--- config.mk ---
export PLATFORM = sky130hd
export DESIGN_NAME = ula
export DESIGN_NICKNAME = d
export VERILOG_FILES = /design/src/rtl/ula.sv
export SDC_FILE = /design/constraint.sdc
export NUM_CORES = 1
export LEC_CHECK = 0
export CORE_MARGIN = 5
export CORE_UTILIZATION = 30
export CTS_BUF_LIST = sky130_fd_sc_hd__clkbuf_8
export CTS_CLUSTER_DIAMETER = 30
export DETAILED_ROUTE_END_ITERATION = 12
export SETUP_SLACK_MARGIN = 0.5
export SLEW_MARGIN = 20
export SYNTH_ARGS = -nofsm -noshare
export SYNTH_HDL_FRONTEND = slang
export SYNTH_SLANG_ARGS = --single-unit
--- constraint.sdc ---
create_clock -name clk -period 3.9 [get_ports clk]
set_input_delay 0.585 -clock clk [delete_from_list [all_inputs] [get_ports clk]]
set_output_delay 0.585 -clock clk [all_outputs]
set_load 0.005 [all_outputs]
--- src/rtl/ula.sv ---
// 6-bit ALU with registered result, carry/borrow and zero flags.
// Operands and selects are sampled on each rising edge; results appear after that edge.
// Operands are treated as unsigned for carry/borrow. A 7-bit internal result carries
// the carry/borrow/shifted-out bit in bit 6.
module ula (
  input  logic       clk,
  input  logic       reset,
  input  logic [5:0] A,
  input  logic [5:0] B,
  input  logic       modo,
  input  logic [2:0] op_sel,
  output logic [5:0] O,
  output logic       carry_out,
  output logic       zero
);

  // Logic-mode operation codes (modo = 1)
  localparam logic [2:0] OpAnd  = 3'b000;
  localparam logic [2:0] OpOr   = 3'b001;
  localparam logic [2:0] OpXor  = 3'b010;
  localparam logic [2:0] OpNotA = 3'b011;
  localparam logic [2:0] OpNand = 3'b100;
  localparam logic [2:0] OpNor  = 3'b101;
  localparam logic [2:0] OpXnor = 3'b110;
  localparam logic [2:0] OpPass = 3'b111;

  // Arithmetic-mode operation codes (modo = 0)
  localparam logic [2:0] OpAdd = 3'b000;
  localparam logic [2:0] OpSub = 3'b001;
  localparam logic [2:0] OpInc = 3'b010;
  localparam logic [2:0] OpDec = 3'b011;
  localparam logic [2:0] OpRsb = 3'b100;
  localparam logic [2:0] OpNeg = 3'b101;
  localparam logic [2:0] OpShl = 3'b110;
  localparam logic [2:0] OpShr = 3'b111;

  logic [6:0] a_ext;
  logic [6:0] b_ext;
  logic [5:0] logic_res;
  logic [6:0] arith_res;
  logic [5:0] o_d, o_q;
  logic       carry_d, carry_q;
  logic       zero_d, zero_q;

  assign a_ext = {1'b0, A};
  assign b_ext = {1'b0, B};

  // Bitwise operations; these never produce a carry
  always_comb begin
    logic_res = '0;
    case (op_sel)
      OpAnd:   logic_res = A & B;
      OpOr:    logic_res = A | B;
      OpXor:   logic_res = A ^ B;
      OpNotA:  logic_res = ~A;
      OpNand:  logic_res = ~(A & B);
      OpNor:   logic_res = ~(A | B);
      OpXnor:  logic_res = ~(A ^ B);
      OpPass:  logic_res = A;
      default: logic_res = '0;
    endcase
  end

  // Arithmetic operations; bit 6 of the zero-extended result is carry or borrow,
  // shifts put the bit that falls off into bit 6 directly
  always_comb begin
    arith_res = '0;
    case (op_sel)
      OpAdd:   arith_res = a_ext + b_ext;
      OpSub:   arith_res = a_ext - b_ext;
      OpInc:   arith_res = a_ext + 7'd1;
      OpDec:   arith_res = a_ext - 7'd1;
      OpRsb:   arith_res = b_ext - a_ext;
      OpNeg:   arith_res = 7'd0 - a_ext;
      OpShl:   arith_res = {A, 1'b0};
      OpShr:   arith_res = {A[0], 1'b0, A[5:1]};
      default: arith_res = '0;
    endcase
  end

  // Select between units and derive the zero flag from the value being registered
  always_comb begin
    o_d     = '0;
    carry_d = 1'b0;
    if (modo) begin
      o_d     = logic_res;
      carry_d = 1'b0;
    end else begin
      o_d     = arith_res[5:0];
      carry_d = arith_res[6];
    end
    zero_d = (o_d == 6'd0);
  end

  // Output registers; synchronous reset takes priority over any operation
  always_ff @(posedge clk) begin
    if (reset) begin
      o_q     <= 6'd0;
      carry_q <= 1'b0;
      zero_q  <= 1'b1;
    end else begin
      o_q     <= o_d;
      carry_q <= carry_d;
      zero_q  <= zero_d;
    end
  end

  assign O         = o_q;
  assign carry_out = carry_q;
  assign zero      = zero_q;

endmodule

# ---- After elaboration in Yosys (flattened, before gate mapping)
# Index checks and enable logic that the tools add are counted.
dict set report classes {
  n_addsub 6
  n_eq_ne 7
  mux 3
  bitwise 7
  n_reduce_logical 3
}
# op count
set ops {}
lappend ops {{case mux 7 bit (8 select lines)} 1}
lappend ops {{case mux 6 bit (8 select lines)} 1}
lappend ops {{inverter 6 bit} 4}
lappend ops {{subtractor 6 x 6 -> 7 bit} 2}
lappend ops {{equality test 3 bit (second input constant)} 4}
lappend ops {{adder 6 x 1 -> 7 bit (second input constant)} 1}
lappend ops {{adder 6 x 6 -> 7 bit} 1}
lappend ops {{subtractor 1 x 6 -> 7 bit (first input constant)} 1}
lappend ops {{subtractor 6 x 1 -> 7 bit (second input constant)} 1}
lappend ops {{AND 6 bit} 1}
lappend ops {{equality test 3 x 2 -> 1 bit (second input constant)} 2}
lappend ops {{logical NOT 6 bit} 1}
lappend ops {{2-to-1 mux 6 bit} 1}
lappend ops {{OR 6 bit} 1}
lappend ops {{bitwise XOR 6 bit} 1}
lappend ops {{equality test 3 x 1 -> 1 bit (second input constant)} 1}
lappend ops {{logical NOT 3 bit} 1}
lappend ops {{OR reduction 2 bit} 1}
dict set report totals {
  register_bits 8
  inputBits 18
  output_inout_bits 8
  word_cells 29
}

# ---- Depth between registers and ports, before layout
dict set report depth {
  word_depth 5
  ltp_mapped 15
  ltp_nobuf 12
}

# ---- Worst setup path after synthesis
# OpenSTA, ideal clock, no wires.
dict set report synth_timing {
  path_kind {input to register}
  from {in op_sel[2]}
  to {reg carry_q, in the netlist carry_out}
  setup_time_ps 73
  arrival_time_ps 3206
  t_required_ps 3827
  path_slack_ps 621
  stages 14
  path_buffers 3
  cell_sequence {buf_2 buf_1 clkbuf_1 nand2_1 nand2_1 ha_1 inv_1 fa_1 a21o_1 a21o_1 a21o_1 a211o_1 a211o_1 nor3_2}
}
dict set report synth_between {
  elab_chain_cells 2
  word_cells_on_any_way 9
  classes_between {7 x eq/ne; 1 x mux; 1 x reduce/logical}
}
# element line_no
set synth_rtl {}
lappend synth_rtl {{start: declaration} 11} ;# input logic [2:0] op_sel,
lappend synth_rtl {{equality test 3 bit (tied with other cells)} 68} ;# case (op_sel)
lappend synth_rtl {{case mux 7 bit (8 select lines) *} 68}
lappend synth_rtl {{end signal: assignment} 103} ;# carry_q <= carry_d;
lappend synth_rtl {{end: declaration} 42} ;# logic carry_d, carry_q;
# Every way passes the cells marked *; elsewhere a longest branch is shown, timed or not.
# A chain may end at the register's enable or synchronous reset.

# ---- Final worst setup path
dict set report layout_timing {
  from {in op_sel[1]}
  to {reg zero_q, in the netlist zero}
}
dict set report layout_between {
  elab_chain_cells 4
  word_cells_on_any_way 12
  classes_between {7 x eq/ne; 3 x mux; 2 x reduce/logical}
}
# element line_no
set layout_rtl {}
lappend layout_rtl {{equality test 3 bit (tied with other cells)} {51, 68}}
lappend layout_rtl {{case mux 7 bit (8 select lines) or case mux 6 bit (8 select lines) (tied branches)} {68, 51}}
lappend layout_rtl {{2-to-1 mux 6 bit *} 85} ;# if (modo) begin
lappend layout_rtl {{logical NOT 6 bit *} 92} ;# zero_d = (o_d == 6'd0);
lappend layout_rtl {{end signal: assignment} 104} ;# zero_q <= zero_d;
lappend layout_rtl {{end: declaration} 43} ;# logic zero_d, zero_q;
# Marked as above.

==> impl_metrics.csv <==
group,metric,value,unit
synthesis,synthSimpleGateAreaFrac,0.2039,
routing,drt_iter0_markers,122,
routing,wire_per_inst,14.58,µm
synthesis,synth_area_leaders,"ha_1 (18%), dfxtp_1 (9.3%), a21oi_1 (8.2%), mux2i_1 (4.7%), nor2_1 (4.6%)",
synthesis,synthCells,227,
synthesis,ys_ff_latch,8,
final_layout,diodes,0,
setup_path,crit_buf_inv,2,
final_layout,mostFrequentLayoutCell,"a21oi_1",
cts,path_clk_slew,0.04,ns
global_routing,grt_pass1_vias,1608,
sta,fin_crit_sh,0.8225,
pwr,comb_power_share,0.579,
final_layout,area_growth,22.94,%
synthesis,ys_warn_count,0,
setup_path,max_stage_delay,0.48,ns
setup_path,cpLargestDelayFamily,"simple AND/OR/NAND/NOR gates",
synthesis,synth_top_family_by_area,"compound AO/OA/AOI/OAI gates",
synthesis,synth_compound_area_frac,0.2797,
pwr,p_switching,167.0,µW
die,fp.dieW,85.67,µm
global_routing,grt_util_all_layers,0.1282,
synthesis,synth.distinct_cells,61,
setup_path,crit_top_cell,"o21ai_1",
routing,viasPerCell,5.306,
setup_path,endpoint_kind,"flip-flop",
final_layout,final_cell_mix,"a21oi_1 (27), ha_1 (25), clkdlybuf4s50_1 (24)",
die,rows,27,
die,die-area,0.007339,mm²
synthesis,async_reset_ff_frac,0,
pwr,finalPower,449.8,µW
sta,layout_min_cycle_time,3.208,ns
routing,routed_wl,4.725,mm
synthesis,synth_flop_cell,"dfxtp_1",
placed_design,routabilityCongestion,0.8980,
setup_path,cp-start-kind,"input port",
synthesis,synth_top_area_frac,0.1821,
sta,rsz0062_at_grt,"yes",
routing,dr.pass1.iters,4,
placed_design,dpl.hpwl,3.819,mm
sta,finalSetupTns,0,ns
status,run_status,"completed",
setup_path,critPathKind,"input port to flip-flop",
setup_path,arrival,3.30,ns
cts,post_cts_buffers,0,
setup_path,crit_start,"op_sel[1]",
final_layout,postLayoutCellArea,0.002112,mm²
pwr,switching_share,0.3713,
synthesis,synth_edf_count,0,
setup_path,cp_max_fo,10,
min_path,hold_start,"op_sel[0]",
cts,clock_path_buffers,2,
sta,fmax,0.3117,GHz
cts,cts_tree,"yes",
cts,clockRootBuffer,"clkbuf_8",
synthesis,synthXorXnorAreaFrac,0.03569,
setup_path,path_cells,"clkdlybuf4s50_1 > buf_4 > and2b_1 > or2_2 > ha_1 > fa_1 > nor2b_1 > o21ai_1 > and3_1 > o32a_1 > o21ai_1 > nor3_1",
global_routing,grt_pass1_wl,7.707,mm
final_layout,nets,299,
global_routing,overflow,0,
pwr,clockPowerShare,0.213,
pwr,intPower,282.8,µW
pwr,powerDensity,213.0,mW/mm²
die,io_pins,26,
die,coreArea,0.005540,mm²
cts,cts_made_buffers,3,
sta,worstMarginPinSlew,0.4772,ns
synthesis,synth-adder-area-share,0.2054,
routing,detail-route-antenna-nets,0,
sta,hold_viol,0,
min_path,hp-class,"input port to flip-flop",
pwr,seqPwrFrac,0.208,
synthesis,avgSynthCellArea,7.568,µm²
cts,htreeDepth,1,
die,die_h,85.67,µm
routing,drc,0,
sta,setup_viol,0,
sta,max-slew-margin-rel,0.6813,
global_routing,antenna_found_initial,0,
synthesis,synth_area,0.001718,mm²
sta,maxSlewViolCount,0,
pwr,p_leak,0.9497,nW
die,start_util,0.3101,
cts,clock_sinks,8,
placed_design,placed_area,0.002051,mm²
synthesis,syn_nets,272,
pwr,max-vdd-ir-drop,0.1559,mV
job,drv_cap,0,
setup_path,required,4.00,ns
setup_path,slowest_stage,"clkdlybuf4s50_1",
synthesis,synth_mux_area_frac,0.08594,
placed_design,numPortBuffers,25,
synthesis,synth_area_leader_cell,"ha_1",
final_layout,drive_gt1_frac,0.1190,
global_routing,grt_max_degree,21,
synthesis,synth-seq-area-share,0.09323,
routing,num_vias,1719,
==> cell families (layout without fill, tap and decap cells) <==
family / count (synthesis) / after routing
compound gates: 71 / 71
xor+xnor: 7 / 7
fa+ha+maj: 27 / 27
buf+inv: 34 / 59
flops: 8 / 8
mux: 13 / 13
simple gates: 67 / 67
==> stage by stage <==
step           hold slack (ns)  std cells    util  setup slack (ns)
6_report                0.9539        324  0.3812            0.6923
5_1_grt                 0.9917        324  0.3812            0.4953
4_1_cts                  1.124        324  0.3776            0.5836
3_5_place_dp             1.291        321  0.3701            0.3665
3_3_place_gp             1.289        321  0.3701            0.3642
2_1_floorplan           0.7646        227       -            0.6210
==> sequential cells by signal, summed over array words and instances, names as in the netlist <==
| name | cells |
|---|---|
| O | 6 |
| carry_out | 1 |
| zero | 1 |
==> cell type report <==
type | instances | area (µm²)
inverter | 20 | 75.07
tap | 72 | 90.09
timing repair buffer | 36 | 339.1
fill | 597 | 3428
sequential | 8 | 160.2
multi-input combinational | 185 | 1406
clock buffer | 3 | 41.29
==> power by group through the flow <==
stage | clock, mW | combinational [mW] | sequential, mW
2_1_floorplan | 0 | 0.170 | 0.0966
3_3_place_gp | 0 | 0.256 | 0.0948
3_5_place_dp | 0 | 0.257 | 0.0948
4_1_cts | 0.0962 | 0.258 | 0.0936
5_1_grt | 0.103 | 0.291 | 0.0945
6_report | 0.0959 | 0.261 | 0.0934
==> final timing paths <==
check,depth (start not counted),endpoint,slack (ns)
worst min-delay path,4,O[5],0.95
worst max-delay path,12,zero,0.69
==> Yosys cell counts (all sizes together), types with 4 or more instances <==
cell type,count
buf,11
dfxtp,8
nor2b,5
xnor2,6
a21oi,28
inv,20
nand2,10
and3,4
nor3,7
mux2,4
o21ai,10
nor2,21
nand2b,6
mux2i,8
a21o,6
ha,25
==> metal layers <==
metal,part of all wire,vias to the layer above,global-route usage
li1,-,873,-
met1,0.47,788,0.1777
met2,0.45,46,0.2020
met3,0.052,12,0.01441
met4,0.026,0,0.05036
met5,0,-,0
==> timing repair <==
action | CTS | global route
resized for setup | 0 | 6
hold buffers | 0 | 0
endpoints found under the setup margin | 0 | 2
No activity file was read; power rests on OpenSTA's default activity.
